**src/rtl/reg_xfer_ctrl.sv**
```systemverilog
// Register-transfer sequencer for a 4 x 8-bit register group: read operands, run an ALU op, write back.
// Define REG_XFER_SHIFT_EN to make opcodes 1010 (SHL) and 1011 (SHR) legal writing operations.
module reg_xfer_ctrl (
  input  logic       clk,
  input  logic       rst,
  input  logic       start,
  input  logic [7:0] instr,
  input  logic [7:0] imm,
  input  logic [7:0] s,
  input  logic [7:0] d,
  output logic [1:0] sr,
  output logic [1:0] dr,
  output logic       we,
  output logic [7:0] i,
  output logic       busy,
  output logic       done,
  output logic       err,
  output logic       cf,
  output logic       zf
);

  localparam logic [2:0] ST_IDLE  = 3'd0;
  localparam logic [2:0] ST_READ  = 3'd1;
  localparam logic [2:0] ST_EXEC  = 3'd2;
  localparam logic [2:0] ST_WRITE = 3'd3;
  localparam logic [2:0] ST_DONE  = 3'd4;

  logic [2:0] r_state;
  logic [3:0] r_op;
  logic [7:0] r_imm;
  logic [1:0] r_sr;
  logic [1:0] r_dr;
  logic       r_we;
  logic [7:0] r_i;
  logic       r_busy;
  logic       r_done;
  logic       r_err;
  logic       r_cf;
  logic       r_zf;

  logic [7:0] w_res;
  logic       w_cf;
  logic       w_legal;
  logic       w_write;

  assign sr   = r_sr;
  assign dr   = r_dr;
  assign we   = r_we;
  assign i    = r_i;
  assign busy = r_busy;
  assign done = r_done;
  assign err  = r_err;
  assign cf   = r_cf;
  assign zf   = r_zf;

  // ALU: a is the destination read (d), b the source read (s)
  always_comb begin
    w_res   = 8'h00;
    w_cf    = 1'b0;
    w_legal = 1'b1;
    w_write = 1'b1;
    case (r_op)
      4'h0: w_write = 1'b0;
      4'h1: w_res = r_imm;
      4'h2: w_res = s;
      4'h3: {w_cf, w_res} = {1'b0, d} + {1'b0, s};
      4'h4: begin
        w_res = d - s;
        w_cf  = (d < s);
      end
      4'h5: w_res = d & s;
      4'h6: w_res = d | s;
      4'h7: w_res = d ^ s;
      4'h8: w_res = ~s;
      4'h9: {w_cf, w_res} = {1'b0, d} + 9'd1;
`ifdef REG_XFER_SHIFT_EN
      4'hA: begin
        w_res = {d[6:0], 1'b0};
        w_cf  = d[7];
      end
      4'hB: begin
        w_res = {1'b0, d[7:1]};
        w_cf  = d[0];
      end
`endif
      default: begin
        w_legal = 1'b0;
        w_write = 1'b0;
      end
    endcase
  end

  // Sequencer; selects are held in IDLE so the register group keeps seeing the last operands
  always_ff @(posedge clk) begin
    if (rst) begin
      r_state <= ST_IDLE;
      r_op    <= 4'h0;
      r_imm   <= 8'h00;
      r_sr    <= 2'd0;
      r_dr    <= 2'd0;
      r_we    <= 1'b0;
      r_i     <= 8'h00;
      r_busy  <= 1'b0;
      r_done  <= 1'b0;
      r_err   <= 1'b0;
      r_cf    <= 1'b0;
      r_zf    <= 1'b0;
    end else begin
      case (r_state)
        ST_IDLE: begin
          if (start) begin
            r_op    <= instr[7:4];
            r_imm   <= imm;
            r_sr    <= instr[1:0];
            r_dr    <= instr[3:2];
            r_err   <= 1'b0;
            r_busy  <= 1'b1;
            r_state <= ST_READ;
          end else begin
            r_state <= ST_IDLE;
          end
        end
        ST_READ: r_state <= ST_EXEC;
        ST_EXEC: begin
          if (!w_legal) begin
            r_err   <= 1'b1;
            r_done  <= 1'b1;
            r_state <= ST_DONE;
          end else if (!w_write) begin
            r_done  <= 1'b1;
            r_state <= ST_DONE;
          end else begin
            r_i     <= w_res;
            r_cf    <= w_cf;
            r_zf    <= (w_res == 8'h00);
            r_we    <= 1'b1;
            r_state <= ST_WRITE;
          end
        end
        ST_WRITE: begin
          r_we    <= 1'b0;
          r_done  <= 1'b1;
          r_state <= ST_DONE;
        end
        ST_DONE: begin
          r_done  <= 1'b0;
          r_busy  <= 1'b0;
          r_state <= ST_IDLE;
        end
        default: begin
          r_we    <= 1'b0;
          r_done  <= 1'b0;
          r_busy  <= 1'b0;
          r_state <= ST_IDLE;
        end
      endcase
    end
  end

endmodule

```
**config.mk**
```make
export PLATFORM = sky130hd
export DESIGN_NAME = reg_xfer_ctrl
export DESIGN_NICKNAME = d
export VERILOG_FILES = /design/src/rtl/reg_xfer_ctrl.sv
export SDC_FILE = /design/constraint.sdc
export NUM_CORES = 1
export LEC_CHECK = 0
export BUFFER_PORTS_ARGS = -buffer_cell sky130_fd_sc_hd__buf_2
export CAP_MARGIN = 0
export CORE_UTILIZATION = 40
export DETAILED_ROUTE_END_ITERATION = 12
export PLACE_DENSITY = 0.66
export SYNTH_ARGS = -nofsm -noshare
export SYNTH_HDL_FRONTEND = slang
export SYNTH_SLANG_ARGS = --single-unit
```
**constraint.sdc**
```tcl
create_clock -name clk -period 2.3 [get_ports clk]
set_input_delay 0.115 -clock clk [delete_from_list [all_inputs] [get_ports clk]]
set_output_delay 0.115 -clock clk [all_outputs]
set_load 0.01 [all_outputs]
```
==> reports/qor.yml, run 1 <==
finish:
  seq_area_um2: 664
  postLayoutCoreUtil_pct: 53.2
  n_antenna_cell: 0
  layout.cells.non_filler: 556
  syn_to_final_growth_pct: 27.2
  nets: 521
  fill_cells: 702
  drive_gt1_share_pct: 30.0
  multiInputGateArea_mm2: 0.00196
drt:
  routed-via-count: 2958
  wirelength_um: 8430
  drtPass1Iterations: 5
  wl_per_cell_um: 15.2
  drc: 0
  antenna_left: 0
  avgViaCountPerCell: 5.32
  drtIter0Drc: 252
timing:
  report.final.slew_viol_count: 0
  fin_setup_tns_ns: 0
  maxSlewHeadroom_pct: 61.0
  fin_crit_ns: 2.21
  clock_skew_ns: 0.0110
  hold_viol: 0
  period_share_pct: 96.0
  worst_slew_pin_slew_ns: 0.584
  max_freq_ghz: 0.453
  setup_slack_ns: 0.0917
  setup_viol: 0
  rsz0062_at_grt: "false"
placed_design:
  placed_cells: 548
  pre_cts_slack_ns: -0.180
  hpwl_um: 6790
  io_buffers: 52
  finalWeightedCongestion: 0.944
yosys:
  synthArstFlopShare_pct: 0
  ys_seq_area_share_pct: 23.0
  synth.yosys.warnings: 0
  syn-cell-area_mm2: 0.00287
  synth.avg_cell_area_um2: 7.79
  postSynthCellCount: 369
  synth-seq-cells: 33
  ys.flop_type: "dfxtp_1"
  synth_edf_count: 0
  yosysUniqueCellTypes: 73
  synth_nets: 431
min_path:
  hold_path.class: "primary input to flop"
  hold_start: "instr[1]"
  holdPathEnd: "sr[1]"
  min_path_cells: 3
power:
  total_power_mw: 1.84
  p_leak_nw: 1.66
  powerDensity_mw_per_mm2: 502
  peakVddDrop_uv: 418
grt:
  grt_pass1_wl_um: 13800
  antenna_found_initial: 0
  grtUsageTotal_pct: 23.4
  grt_pass1_vias: 2782
  grt_max_degree: 34
  overflow: 0
worst_setup_path:
  reg2reg_from: "r_op[1]"
  start_kind: "primary input"
  setup.worst_path.end_class: "flop"
  worstReg2RegEnd: "zf"
  critical_path_required_ns: 2.43
  crit_arrival_ns: 2.34
  critPathMaxFanout: 3
  crit_type: "primary input to flop"
  reg2regPathDepth: 9
  ff2ff_setup_slack_ns: 0.14
clock_network:
  clk_latency_ns: 0.28
  clk_pin_slew_worst_paths_ns: 0.07
  tritoncts: "built"
  post_cts_buffers: 0
  htreeDepth: 2
  cts.sinks: 33
  root_buffer: "clkbuf_8"
  hold_buffers: 0
  numCtsBuffers: 5
  clockBufferDepth: 2
floorplanning:
  chipWidth_um: 86.7
  start_util_pct: 41.8
  io_pins: 53
  design.die.area_mm2: 0.00752
  num_rows: 30
  core_area_mm2: 0.00687
  fp.dieH_um: 86.7
run:
  maxCapViolCount: 0
status:
  status: "finished, final reports clean"
==> power breakdown <==
| part | switching (mW) | internal (mW) |
|---|---|---|
| sequential | 0.0358 | 0.608 |
| clock | 0.214 | 0.352 |
| combinational | 0.336 | 0.289 |
==> logic make-up after synthesis <==
group / Yosys count / share of synthesized area (%)
AO/OA/AOI/OAI: 102 / 25.3
XOR/XNOR: 7 / 2.13
adder cells (fa/ha/maj): 27 / 12.3
buffers and inverters: 50 / 9.10
flip-flops: 33 / 23.0
multiplexers: 6 / 2.18
AND/OR/NAND/NOR: 144 / 26.0
==> sequential cells by signal, indices dropped and copies added (netlist names) <==
signal,count
done,1
r_state,3
err,1
we,1
cf,1
dr,2
sr,2
r_imm,8
i,8
zf,1
busy,1
r_op,4
==> area by class of cell <==
| class | instances | area share, % |
|---|---|---|
| Inverter | 25 | 2.57 |
| Sequential cell | 33 | 18.2 |
| Clock inverter | 2 | 1.03 |
| Clock buffer | 6 | 2.26 |
| Multi-Input combinational cell | 286 | 53.6 |
| Tap cell | 96 | 3.29 |
| Timing Repair Buffer | 108 | 19.1 |
==> cells in the final DEF (no fill, tap or decap), drive strengths merged, types with 7 or more instances in the layout <==
master  netlist  layout
a21oi        32      32
buf           9     108
dfxtp        33      33
ha           25      25
inv          25      25
nand2        49      49
nand2b       11      11
nand3        12      12
nor2         23      23
nor2b         7       7
nor3         16      16
o21ai         8       8
==> timing repair <==
item,in CTS,in global routing
endpoints found under the hold margin,0,0
gates resized for setup,1,6
gates cloned,0,0
setup endpoints to repair,1,2
==> worst max-delay path, cell delays in order <==
cell	delay [ns]
buf_2	0.09
inv_1	0.06
ha_1	0.32
o21ba_2	0.24
or4_4	0.43
and3b_1	0.19
a221o_1	0.30
a2111o_1	0.46
nand2_1	0.09
a21oi_1	0.06
==> how the worst max path moves through the flow <==
stage,to,slack (ns),cells past startpoint,startpoint
2_1_floorplan,zf,0.06,9,s[2]
3_3_place_gp,zf,-0.18,12,d[0]
3_5_place_dp,zf,-0.18,10,s[1]
4_1_cts,zf,0.03,7,r_op[1]
5_1_grt,zf,0.01,9,r_op[1]
6_report,i[5],0.09,10,s[1]
==> routing by layer <==
metal / up-vias / wire length (um) / track usage (%)
met5: - / 0 / 0
met4: 0 / 188 / 7.12
met3: 19 / 434 / 3.71
met2: 94 / 3860 / 38.2
met1: 1348 / 3950 / 31.6
li1: 1497 / - / -
==> Yosys cell counts (all sizes together) (6+ instances only) <==
master	number	area, um2
a211oi	6	45.0
a21oi	32	164
buf	9	88.8
clkbuf	15	67.6
dfxtp	33	661
ha	25	313
inv	25	93.8
nand2	49	184
nand2b	11	68.8
nand3	12	70.1
nor2	23	86.3
nor2b	7	43.8
nor3	16	85.1
o21ai	8	40.0
xnor2	6	52.6
==> through the flow <==
step / instance area (um2) / hold slack [ns]
2_1_floorplan: 2870 / 0.251
3_3_place_gp: 3520 / 0.354
3_5_place_dp: 3520 / 0.362
4_1_cts: 3640 / 0.0613
5_1_grt: 3650 / 0.0554
6_report: 3650 / 0.0694
Note: power is estimated with default switching activity, not from simulation.
==> inputs of run 2 (changes only) <==
- PLACE_DENSITY: 0.66 -> default
==> run 2 against run 1 <==
Net effect: worst hold slack worse by 0.0051 ns; fmax down 0.59%; clock-buffer cell count down 1; sequential power about the same; critical endpoint is now zf; combinational power up 2%; largest power group unchanged; design area up 1.2%; die area unchanged; global-route usage down 0.48 points; cell count up 1.3%; critical path depth unchanged; setup slack worse by 0.013 ns.
==> reports/qor.yml, run 2 (synthesized netlist as in run 1, its figures left out) <==
clock_network:
  clk_latency_ns: 0.28  # about the same
  clockBufferDepth: 2  # unchanged
  post_cts_buffers: 0  # unchanged
  hold_buffers: 0  # unchanged
  root_buffer: "clkbuf_8"
  cts.sinks: 33  # unchanged
  tritoncts: "built"
  htreeDepth: 2  # unchanged
  numCtsBuffers: 5  # unchanged
  clk_pin_slew_worst_paths_ns: 0.07  # about the same
grt:
  grt_max_degree: 23  # -32%
  grtUsageTotal_pct: 22.9  # -0.48 points
  grt_pass1_vias: 2791  # +0.32%
  antenna_found_initial: 0  # unchanged
  overflow: 0  # unchanged
  grt_pass1_wl_um: 13400  # -2.9%
run:
  maxCapViolCount: 0  # unchanged
worst_setup_path:
  setup.worst_path.end_class: "flop"
  reg2reg_from: "r_op[0]"
  path_buf_inv: 2  # unchanged
  critPathMaxFanout: 3  # unchanged
  worstReg2RegEnd: "zf"
  crit_arrival_ns: 2.45  # +0.11 ns
  crit_family: "compound AO/OA/AOI/OAI gates"
  crit_chain: "buf_2, inv_1, ha_1, o21ba_2, or4_4, and3b_1, a221o_1, a2111o_1, nor3_2, a21o_1"
  cpPeakStageDelay_ns: 0.46  # about the same
  reg2regPathDepth: 8  # -1
  crit_type: "primary input to flop"
  slowest_stage: "a2111o_1"
  crit_start: "s[1]"
  ff2ff_setup_slack_ns: 0.17  # +0.03 ns
  critical_path_required_ns: 2.53  # +0.10 ns
  start_kind: "primary input"
power:
  seqPwrFrac_pct: 35.7  # +0.6 points
  p_sw_share_pct: 31.9  # -0.034 points
  peakVddDrop_uv: 384  # -8.2%
  power.switching_mw: 0.573  # -2.3%
  total_power_mw: 1.80  # -2.2%
  p_clk_share_pct: 28.9  # -2.0 points
  p_int_mw: 1.22  # -2.1%
  p_comb_share_pct: 35.4  # +1.4 points
  p_leak_nw: 1.70  # +2.3%
  powerDensity_mw_per_mm2: 486  # -3.3%
min_path:
  min_path_cells: 3  # unchanged
  hold_start: "instr[0]"
  hold_path.class: "primary input to flop"
  holdPathEnd: "sr[0]"
drt:
  wirelength_um: 8320  # -1.4%
  drtPass1Iterations: 5  # unchanged
  drc: 0  # unchanged
  wl_per_cell_um: 14.8  # -2.6%
  antenna_left: 0  # unchanged
  drtIter0Drc: 197  # -22%
  routed-via-count: 3014  # +1.9%
  avgViaCountPerCell: 5.35  # +0.63%
placed_design:
  finalWeightedCongestion: 0.935  # -0.97%
  hpwl_um: 6710  # -1.1%
  io_buffers: 52  # unchanged
floorplanning:
  start_util_pct: 41.8  # unchanged
  io_pins: 53  # unchanged
  core_area_mm2: 0.00687  # unchanged
  num_rows: 30  # unchanged
  design.die.area_mm2: 0.00752  # unchanged
  fp.dieH_um: 86.7  # unchanged
  chipWidth_um: 86.7  # unchanged
finish:
  n_antenna_cell: 0  # unchanged
  syn_to_final_growth_pct: 28.7
  nets: 529  # +1.5%
  layout_commonest_cell: "buf_4"
  layout_common_cells: "63 x buf_4, 52 x buf_2, 49 x nand2_1"
  drive_gt1_share_pct: 31.0  # +1.0 points
timing:
  report.final.slew_viol_count: 0  # unchanged
  fin_setup_tns_ns: 0  # unchanged
  hold_viol: 0  # unchanged
  worst_slew_pin_slew_ns: 0.507  # -0.0774 ns
  setup_viol: 0  # unchanged
  clock_skew_ns: 0.00626  # -0.00477 ns
  period_share_pct: 96.6  # +0.57 points
  max_freq_ghz: 0.450  # -0.59%
  fin_crit_ns: 2.22  # +0.0131 ns
  rsz0062_at_grt: "false"
  maxSlewHeadroom_pct: 66.2  # +5.2 points
status:
  status: "finished, final reports clean"
run 2: cell types whose count changed in the layout (fill, tap and decap cells not counted):
cell        delta
nor2b_1        +1
a2111oi_2      +1
nor2b_2        -1
clkbuf_8       -1
buf_6          -1
clkinv_2       +1
buf_4          +9
a2111oi_1      -1
clkinvlp_4     -1
run 2: layer usage:
| layer | vias up | wire [um] | global-route usage (%) |
|---|---|---|---|
| met5 | - | 0 | 0 |
| met4 | 0 | 147 | 6.06 |
| met3 | 14 | 417 | 3.14 |
| met2 | 89 | 3880 | 38.1 |
| met1 | 1402 | 3880 | 31.1 |
| li1 | 1509 | - | - |
run 2: power groups by stage:
stage	sequential, mW	clock (mW)	combinational [mW]
floorplan	0.645	0	0.384
global placement	0.652	0	0.624
detailed placement	0.653	0	0.624
CTS	0.640	0.533	0.631
global route	0.646	0.554	0.697
finish	0.641	0.519	0.635
run 2: worst min-delay path: stages:
cell and delay, ns:
buf_2 0.09, nand2_1 0.04, a21oi_1 0.05
run 2: metrics by stage:
stage	util [%]	hold slack [ns]	setup WS [ns]	cell area (um2)	instances
finish	53.8	0.0643	0.0787	3700	563
global route	53.8	0.0601	0.0127	3700	563
CTS	53.7	0.0573	0.0692	3690	563
detailed placement	52.1	0.362	-0.192	3580	556
global placement	52.1	0.355	-0.147	3580	556
floorplan	-	0.251	0.0554	2870	369
run 2: worst max path at each step:
stage,endpoint,depth (start not counted)
after CTS,zf,9
final,zf,10
after global routing,zf,10
after detailed placement,zf,10
after floorplan,zf,9
after global placement,zf,10
run 2: final cells by class:
cell class / instances / area (um2)
multi-input combinational: 286 / 1960
inverter: 25 / 93.8
clock inverter: 2 / 35.0
sequential: 33 / 664
fill: 683 / 3170
timing repair buffer: 116 / 753
tap: 96 / 120
clock buffer: 5 / 68.8
run 2: repair_timing:
action                                  in CTS  in global routing
resized for setup                            3                  3
endpoints found under the setup margin       1                  1
pin swaps                                    0                  0
